--- config.mk ---
export PLATFORM = sky130hd
export DESIGN_NAME = pending_priority_encoder_flat
export DESIGN_NICKNAME = d
export VERILOG_FILES = /design/src/rtl/pending_priority_encoder_if.sv /design/src/rtl/pending_priority_encoder.sv /design/src/flat_wrapper.sv
export SDC_FILE = /design/constraint.sdc
export NUM_CORES = 1
export LEC_CHECK = 0
export ABC_AREA = 0
export BUFFER_PORTS_ARGS = -buffer_cell sky130_fd_sc_hd__clkbuf_2
export CELL_PAD_IN_SITES_DETAIL_PLACEMENT = 0
export CELL_PAD_IN_SITES_GLOBAL_PLACEMENT = 1
export CORE_MARGIN = 2
export CORE_UTILIZATION = 29
export CTS_CLUSTER_DIAMETER = 50
export DETAILED_ROUTE_END_ITERATION = 10
export GPL_TIMING_DRIVEN = 0
export PLACE_DENSITY = 0.82
export SYNTH_ARGS = -nofsm -noshare
export SYNTH_HDL_FRONTEND = slang
export SYNTH_SLANG_ARGS = --single-unit
--- constraint.sdc ---
create_clock -name clk -period 1.3 [get_ports clk]
set_input_delay 0.065 -clock clk [delete_from_list [all_inputs] [get_ports clk]]
set_output_delay 0.065 -clock clk [all_outputs]
set_load 0.01 [all_outputs]
--- src/rtl/pending_priority_encoder_if.sv ---
// Output handshake of pending_priority_encoder: a 1-based index offered on valid/ready.
// Index 0 means "none" and is only ever seen while out_valid is low.
interface pending_priority_encoder_if #(
   parameter int unsigned W = 4
);
   logic         out_valid;
   logic         out_ready;
   logic [W-1:0] out_idx;

   modport master (
      output out_valid,
      output out_idx,
      input  out_ready
   );

   modport slave (
      input  out_valid,
      input  out_idx,
      output out_ready
   );
endinterface

--- src/rtl/pending_priority_encoder.sv ---
// Registered priority encoder: request pulses latch into a pending register and are issued
// one at a time as 1-based indices, by fixed priority (highest first) or round-robin.
module pending_priority_encoder #(
   parameter int unsigned N           = 9,
   parameter int unsigned W           = $clog2(N + 1),
   parameter bit          ROUND_ROBIN = 1'b0
) (
   input  logic                              clk,
   input  logic                              rst,
   input  logic [N-1:0]                      req_i,
   input  logic [N-1:0]                      mask_i,
   input  logic                              clear_i,
   pending_priority_encoder_if.master        out_if,
   output logic [N-1:0]                      pending_o,
   output logic                              overflow_o
);

   localparam logic [W-1:0] IdxNone = '0;
   localparam logic [W-1:0] IdxLast = W'(N);

   logic [N-1:0] pending_q, pending_d;
   logic         out_valid_q, out_valid_d;
   logic [W-1:0] out_idx_q, out_idx_d;
   logic         overflow_q, overflow_d;

   logic         accept;
   logic [N-1:0] acc_oh;
   logic [N-1:0] elig;
   logic [W-1:0] sel_idx;

   assign accept = out_valid_q & out_if.out_ready;

   always_comb begin
      acc_oh = '0;
      for (int k = 0; k < int'(N); k++) begin
         acc_oh[k] = accept && (out_idx_q == W'(k + 1));
      end
   end

   // Eligibility uses the pre-update pending set, so same-cycle requests wait one cycle.
   assign elig = pending_q & ~acc_oh & ~mask_i;

   if (ROUND_ROBIN) begin : g_rr
      logic [W-1:0] rr_q, rr_d;

      // Walk downward from rr-1, wrapping 1 -> N, so the last accepted line comes last.
      always_comb begin : rr_search
         int j;
         j       = 0;
         sel_idx = IdxNone;
         for (int i = 1; i <= int'(N); i++) begin
            j = int'(rr_q) - i;
            if (j < 1) begin
               j = j + int'(N);
            end
            if ((sel_idx == IdxNone) && elig[j-1]) begin
               sel_idx = W'(j);
            end
         end
      end

      always_comb begin
         rr_d = rr_q;
         if (accept) begin
            rr_d = out_idx_q;
         end
      end

      always_ff @(posedge clk) begin
         if (rst) begin
            rr_q <= IdxLast;
         end else begin
            rr_q <= rr_d;
         end
      end
   end else begin : g_fixed
      // Ascending scan: the last hit is the highest eligible index.
      always_comb begin
         sel_idx = IdxNone;
         for (int k = 0; k < int'(N); k++) begin
            if (elig[k]) begin
               sel_idx = W'(k + 1);
            end
         end
      end
   end

   always_comb begin
      pending_d   = (pending_q & ~acc_oh) | req_i;
      overflow_d  = overflow_q | (|(req_i & pending_q & ~acc_oh));
      out_valid_d = out_valid_q;
      out_idx_d   = out_idx_q;

      if (clear_i) begin
         pending_d   = '0;
         overflow_d  = 1'b0;
         out_valid_d = 1'b0;
         out_idx_d   = IdxNone;
      end else if (!(out_valid_q && !out_if.out_ready)) begin
         // A stalled offer is held untouched; otherwise reload from the current selection.
         out_valid_d = |elig;
         out_idx_d   = sel_idx;
      end
   end

   always_ff @(posedge clk) begin
      if (rst) begin
         pending_q   <= '0;
         overflow_q  <= 1'b0;
         out_valid_q <= 1'b0;
         out_idx_q   <= IdxNone;
      end else begin
         pending_q   <= pending_d;
         overflow_q  <= overflow_d;
         out_valid_q <= out_valid_d;
         out_idx_q   <= out_idx_d;
      end
   end

   assign out_if.out_valid = out_valid_q;
   assign out_if.out_idx   = out_idx_q;
   assign pending_o        = pending_q;
   assign overflow_o       = overflow_q;

endmodule

--- src/flat_wrapper.sv ---
// flat-port wrapper written by rule: the top's interface ports become plain ports
module pending_priority_encoder_flat 
#(
   parameter int unsigned N           = 9,
   parameter int unsigned W           = $clog2(N + 1),
   parameter bit          ROUND_ROBIN = 1'b0
)
  (clk, rst, req_i, mask_i, clear_i, pending_o, overflow_o, out_if_out_valid, out_if_out_idx, out_if_out_ready);
  pending_priority_encoder_if #(.W(W)) out_if_i ();
  input  logic clk;
  input  logic rst;
  input  logic [N-1:0] req_i;
  input  logic [N-1:0] mask_i;
  input  logic clear_i;
  output logic [N-1:0] pending_o;
  output logic overflow_o;
  output wire logic [$bits(out_if_i.out_valid)-1:0] out_if_out_valid;
  output wire logic [$bits(out_if_i.out_idx)-1:0] out_if_out_idx;
  input wire logic [$bits(out_if_i.out_ready)-1:0] out_if_out_ready;
  assign out_if_out_valid = out_if_i.out_valid;
  assign out_if_out_idx = out_if_i.out_idx;
  assign out_if_i.out_ready = out_if_out_ready;
  pending_priority_encoder #(.N(N), .W(W), .ROUND_ROBIN(ROUND_ROBIN)) u_core (.clk(clk), .rst(rst), .req_i(req_i), .mask_i(mask_i), .clear_i(clear_i), .out_if(out_if_i), .pending_o(pending_o), .overflow_o(overflow_o));
endmodule
==> impl_metrics.csv <==
group,metric,value,unit
global_route,antenna_found_initial,0,
synth,syn_inst,95,
pwr,power_density,790,nW/um2
pwr,finalPower,1070,uW
clocking,root_buffer,"clkbuf_4",
finish,syn2layout_area_growth,60.5,%
status,violations,"hold timing, setup timing",
pwr,p_switching,326,uW
finish,drive_above_1_share,56.0,%
worst_setup_path,setup.worst_path.start_class,"flop",
finish,antennaDiodeCount,0,
detailed_routing,drc,0,
die,dieHeight,57.9,um
pwr,sw_frac_of_total,30.5,%
detailed_routing,ant_nets,0,
pwr,p_int,742,uW
synth,yosysTopAreaCell,"dfxtp_1",
timing,finalSetupViolations,6,
synth,yosysSeqAreaShare,35.7,%
finish,final_core_util,49.0,%
synth,ys_types,39,
place,dp_cells,162,
die,die-area,3350,um2
detailed_routing,drtPass1Iterations,4,
detailed_routing,finalWirelength,2570,um
clocking,htree_levels,1,
pwr,clockPowerShare,26.5,%
timing,tns,-1.05,ns
die,die_w,57.9,um
synth,synth-seq-cells,15,
global_route,grt_pass1_wl,4070,um
finish,mostFrequentLayoutCells,"clkbuf_2, buf_4, dfxtp_1, nor2_1, a21oi_1",
worst_hold_path,hold_class,"in -> reg",
global_route,grt_max_degree,11,
timing,hold-worst-slack,-0.00453,ns
clocking,cts_buffers,3,
timing,setup_ws,-0.221,ns
timing,drv_slew,0,
finish,fin_area,1350,um2
place,place_congestion,0.850,
synth,syn_area,842,um2
timing,min_period_over_period,117,%
clocking,cts.sinks,15,
die,ioPinCount,37,
detailed_routing,vias,945,
die,row_count,19,
timing,final_hold_viol_count,1,
timing,fin_skew,0.00214,ns
clocking,cts_tree,"done",
worst_setup_path,cp.required,1.48,ns
timing,tightest_slew,0.474,ns
status,status,"finished, violations left",
detailed_routing,viasPerCell,5.22,
place,dp_hpwl,1830,um
pwr,vdd_drop_max,0.453,mV
pwr,leakagePower,0.000589,uW
clocking,clk_pin_slew_worst_paths,0.09,ns
worst_setup_path,worstPathMaxFanout,6,
job,cap_viol_max_count,0,
worst_setup_path,cp-end-kind,"flop",
place,portBuffers,36,
timing,rsz0062_at_grt,"yes",
synth,yosys_warnings,0,
die,initial_core_util,30.5,%
global_route,first_global_vias,892,
timing,slew_headroom,68.4,%
synth,synth_nets,117,
worst_setup_path,crit_type,"reg -> reg",
finish,final_common_cell,"clkbuf_2",
clocking,clockBufferDepth,2,
finish,instances_no_fill,181,
timing,fmax,0.657,GHz
finish,nets,173,
clocking,clkLatencyLatePin,0.29,ns
synth,syn_area_per_cell,8.86,um2
synth,synth_top_area_share,35.7,%
global_route,overflow,0,
worst_setup_path,arrival,1.70,ns
timing,fin_crit,1.52,ns
detailed_routing,drt_iter0_drc,16,
synth,synth_area_leaders,"dfxtp_1, a21oi_1, o21ai_2",
die,design.core.area,2760,um2
place,dpl-instance-area,1090,um2
pwr,power_frac_seq,47.7,%
detailed_routing,avgRoutedWirePerCell,14.2,um
global_route,track_usage,15.8,%
pwr,combPwrFrac,25.7,%
## stage by stage
stage          hold slack [ns]  setup slack [ns]
2_1_floorplan            0.186           -0.0219
3_3_place_gp             0.290            -0.188
3_5_place_dp             0.306            -0.196
4_1_cts                0.00231            -0.185
5_1_grt                 0.0118            -0.295
6_report              -0.00453            -0.221
## registers in the layout (all words and copies together) (netlist names)
signal and flops:
u_core.out_if.out_idx 4, u_core.pending_o 9, u_core.out_if.out_valid 1, u_core.overflow_o 1
## synth_stat cells, drive strengths merged
library cell	instances
a211o	1
a21boi	1
a21oi	11
a221oi	2
a31oi	1
a32oi	1
and2b	1
and4b	1
clkbuf	1
dfxtp	15
inv	8
nand2	3
nand2b	3
nand3	1
nand4	1
nand4b	2
nand4bb	1
nor2	10
nor3	1
nor4	2
o211a	1
o21a	2
o21ai	11
o21bai	1
o221a	1
o221ai	1
o22a	2
o22ai	4
o32ai	1
or2	3
or2b	1
## kinds of logic (layout without fill, tap and decap cells)
logic type             after synthesis  count (layout)  synth area share [%]
AO/OA/AOI/OAI                       41              41                  36.3
buffers and inverters                9              64                  4.01
flip-flops                          15              15                  35.7
AND/OR/NAND/NOR                     30              30                  24.1
## final cells by class
class | count | area [um2]
Buffer | 1 | 3.75
Clock buffer | 4 | 26.3
Fill cell | 279 | 1410
Inverter | 8 | 30.0
Multi-Input combinational cell | 71 | 616
Sequential cell | 15 | 314
Tap cell | 31 | 38.8
Timing Repair Buffer | 51 | 323
## power groups by stage
| stage | Sequential [uW] | Combinational (uW) | Clock (uW) |
|---|---|---|---|
| finish | 510 | 275 | 283 |
| global route | 514 | 299 | 314 |
| CTS | 509 | 252 | 281 |
| detailed placement | 523 | 202 | 0 |
| global placement | 522 | 199 | 0 |
| floorplan | 527 | 106 | 0 |
## worst max-delay path, stage by stage, from the launching register on
cell	delay (ns)
dfxtp_4	0.38
nand4bb_4	0.27
buf_12	0.17
a211o_1	0.26
a32oi_1	0.23
a31oi_1	0.11
## final timing paths
check                                         from                             end  slack [ns]  depth (start not counted)
min reg2reg         u_core.pending_o[0]$_SDFF_PP0_  u_core.pending_o[0]$_SDFF_PP0_        0.53                          2
min                                       req_i[6]  u_core.pending_o[6]$_SDFF_PP0_      -0.005                          3
max reg2reg  u_core.out_if.out_idx[1]$_SDFFE_PP0N_    u_core.overflow_o$_SDFF_PP0_       -0.22                          5
max          u_core.out_if.out_idx[1]$_SDFFE_PP0N_    u_core.overflow_o$_SDFF_PP0_       -0.22                          5
## per-layer routing
| metal | wire length, um | global-route usage (%) |
|---|---|---|
| met1 | 1100 | 20.5 |
| met2 | 1280 | 25.5 |
| met3 | 182 | 5.36 |
| met4 | 8 | 3.32 |
| met5 | 0 | 0 |
## what timing repair did
| item | 4_1_cts | 5_1_grt |
|---|---|---|
| resized for setup | 10 | 7 |
| buffers inserted | 9 | 4 |
| pin swaps | 7 | 7 |
| setup endpoints to repair | 6 | 7 |
| endpoints found under the hold margin | 1 | 1 |
| hold buffers | 1 | 1 |
Note: power is estimated with default switching activity, not from simulation.
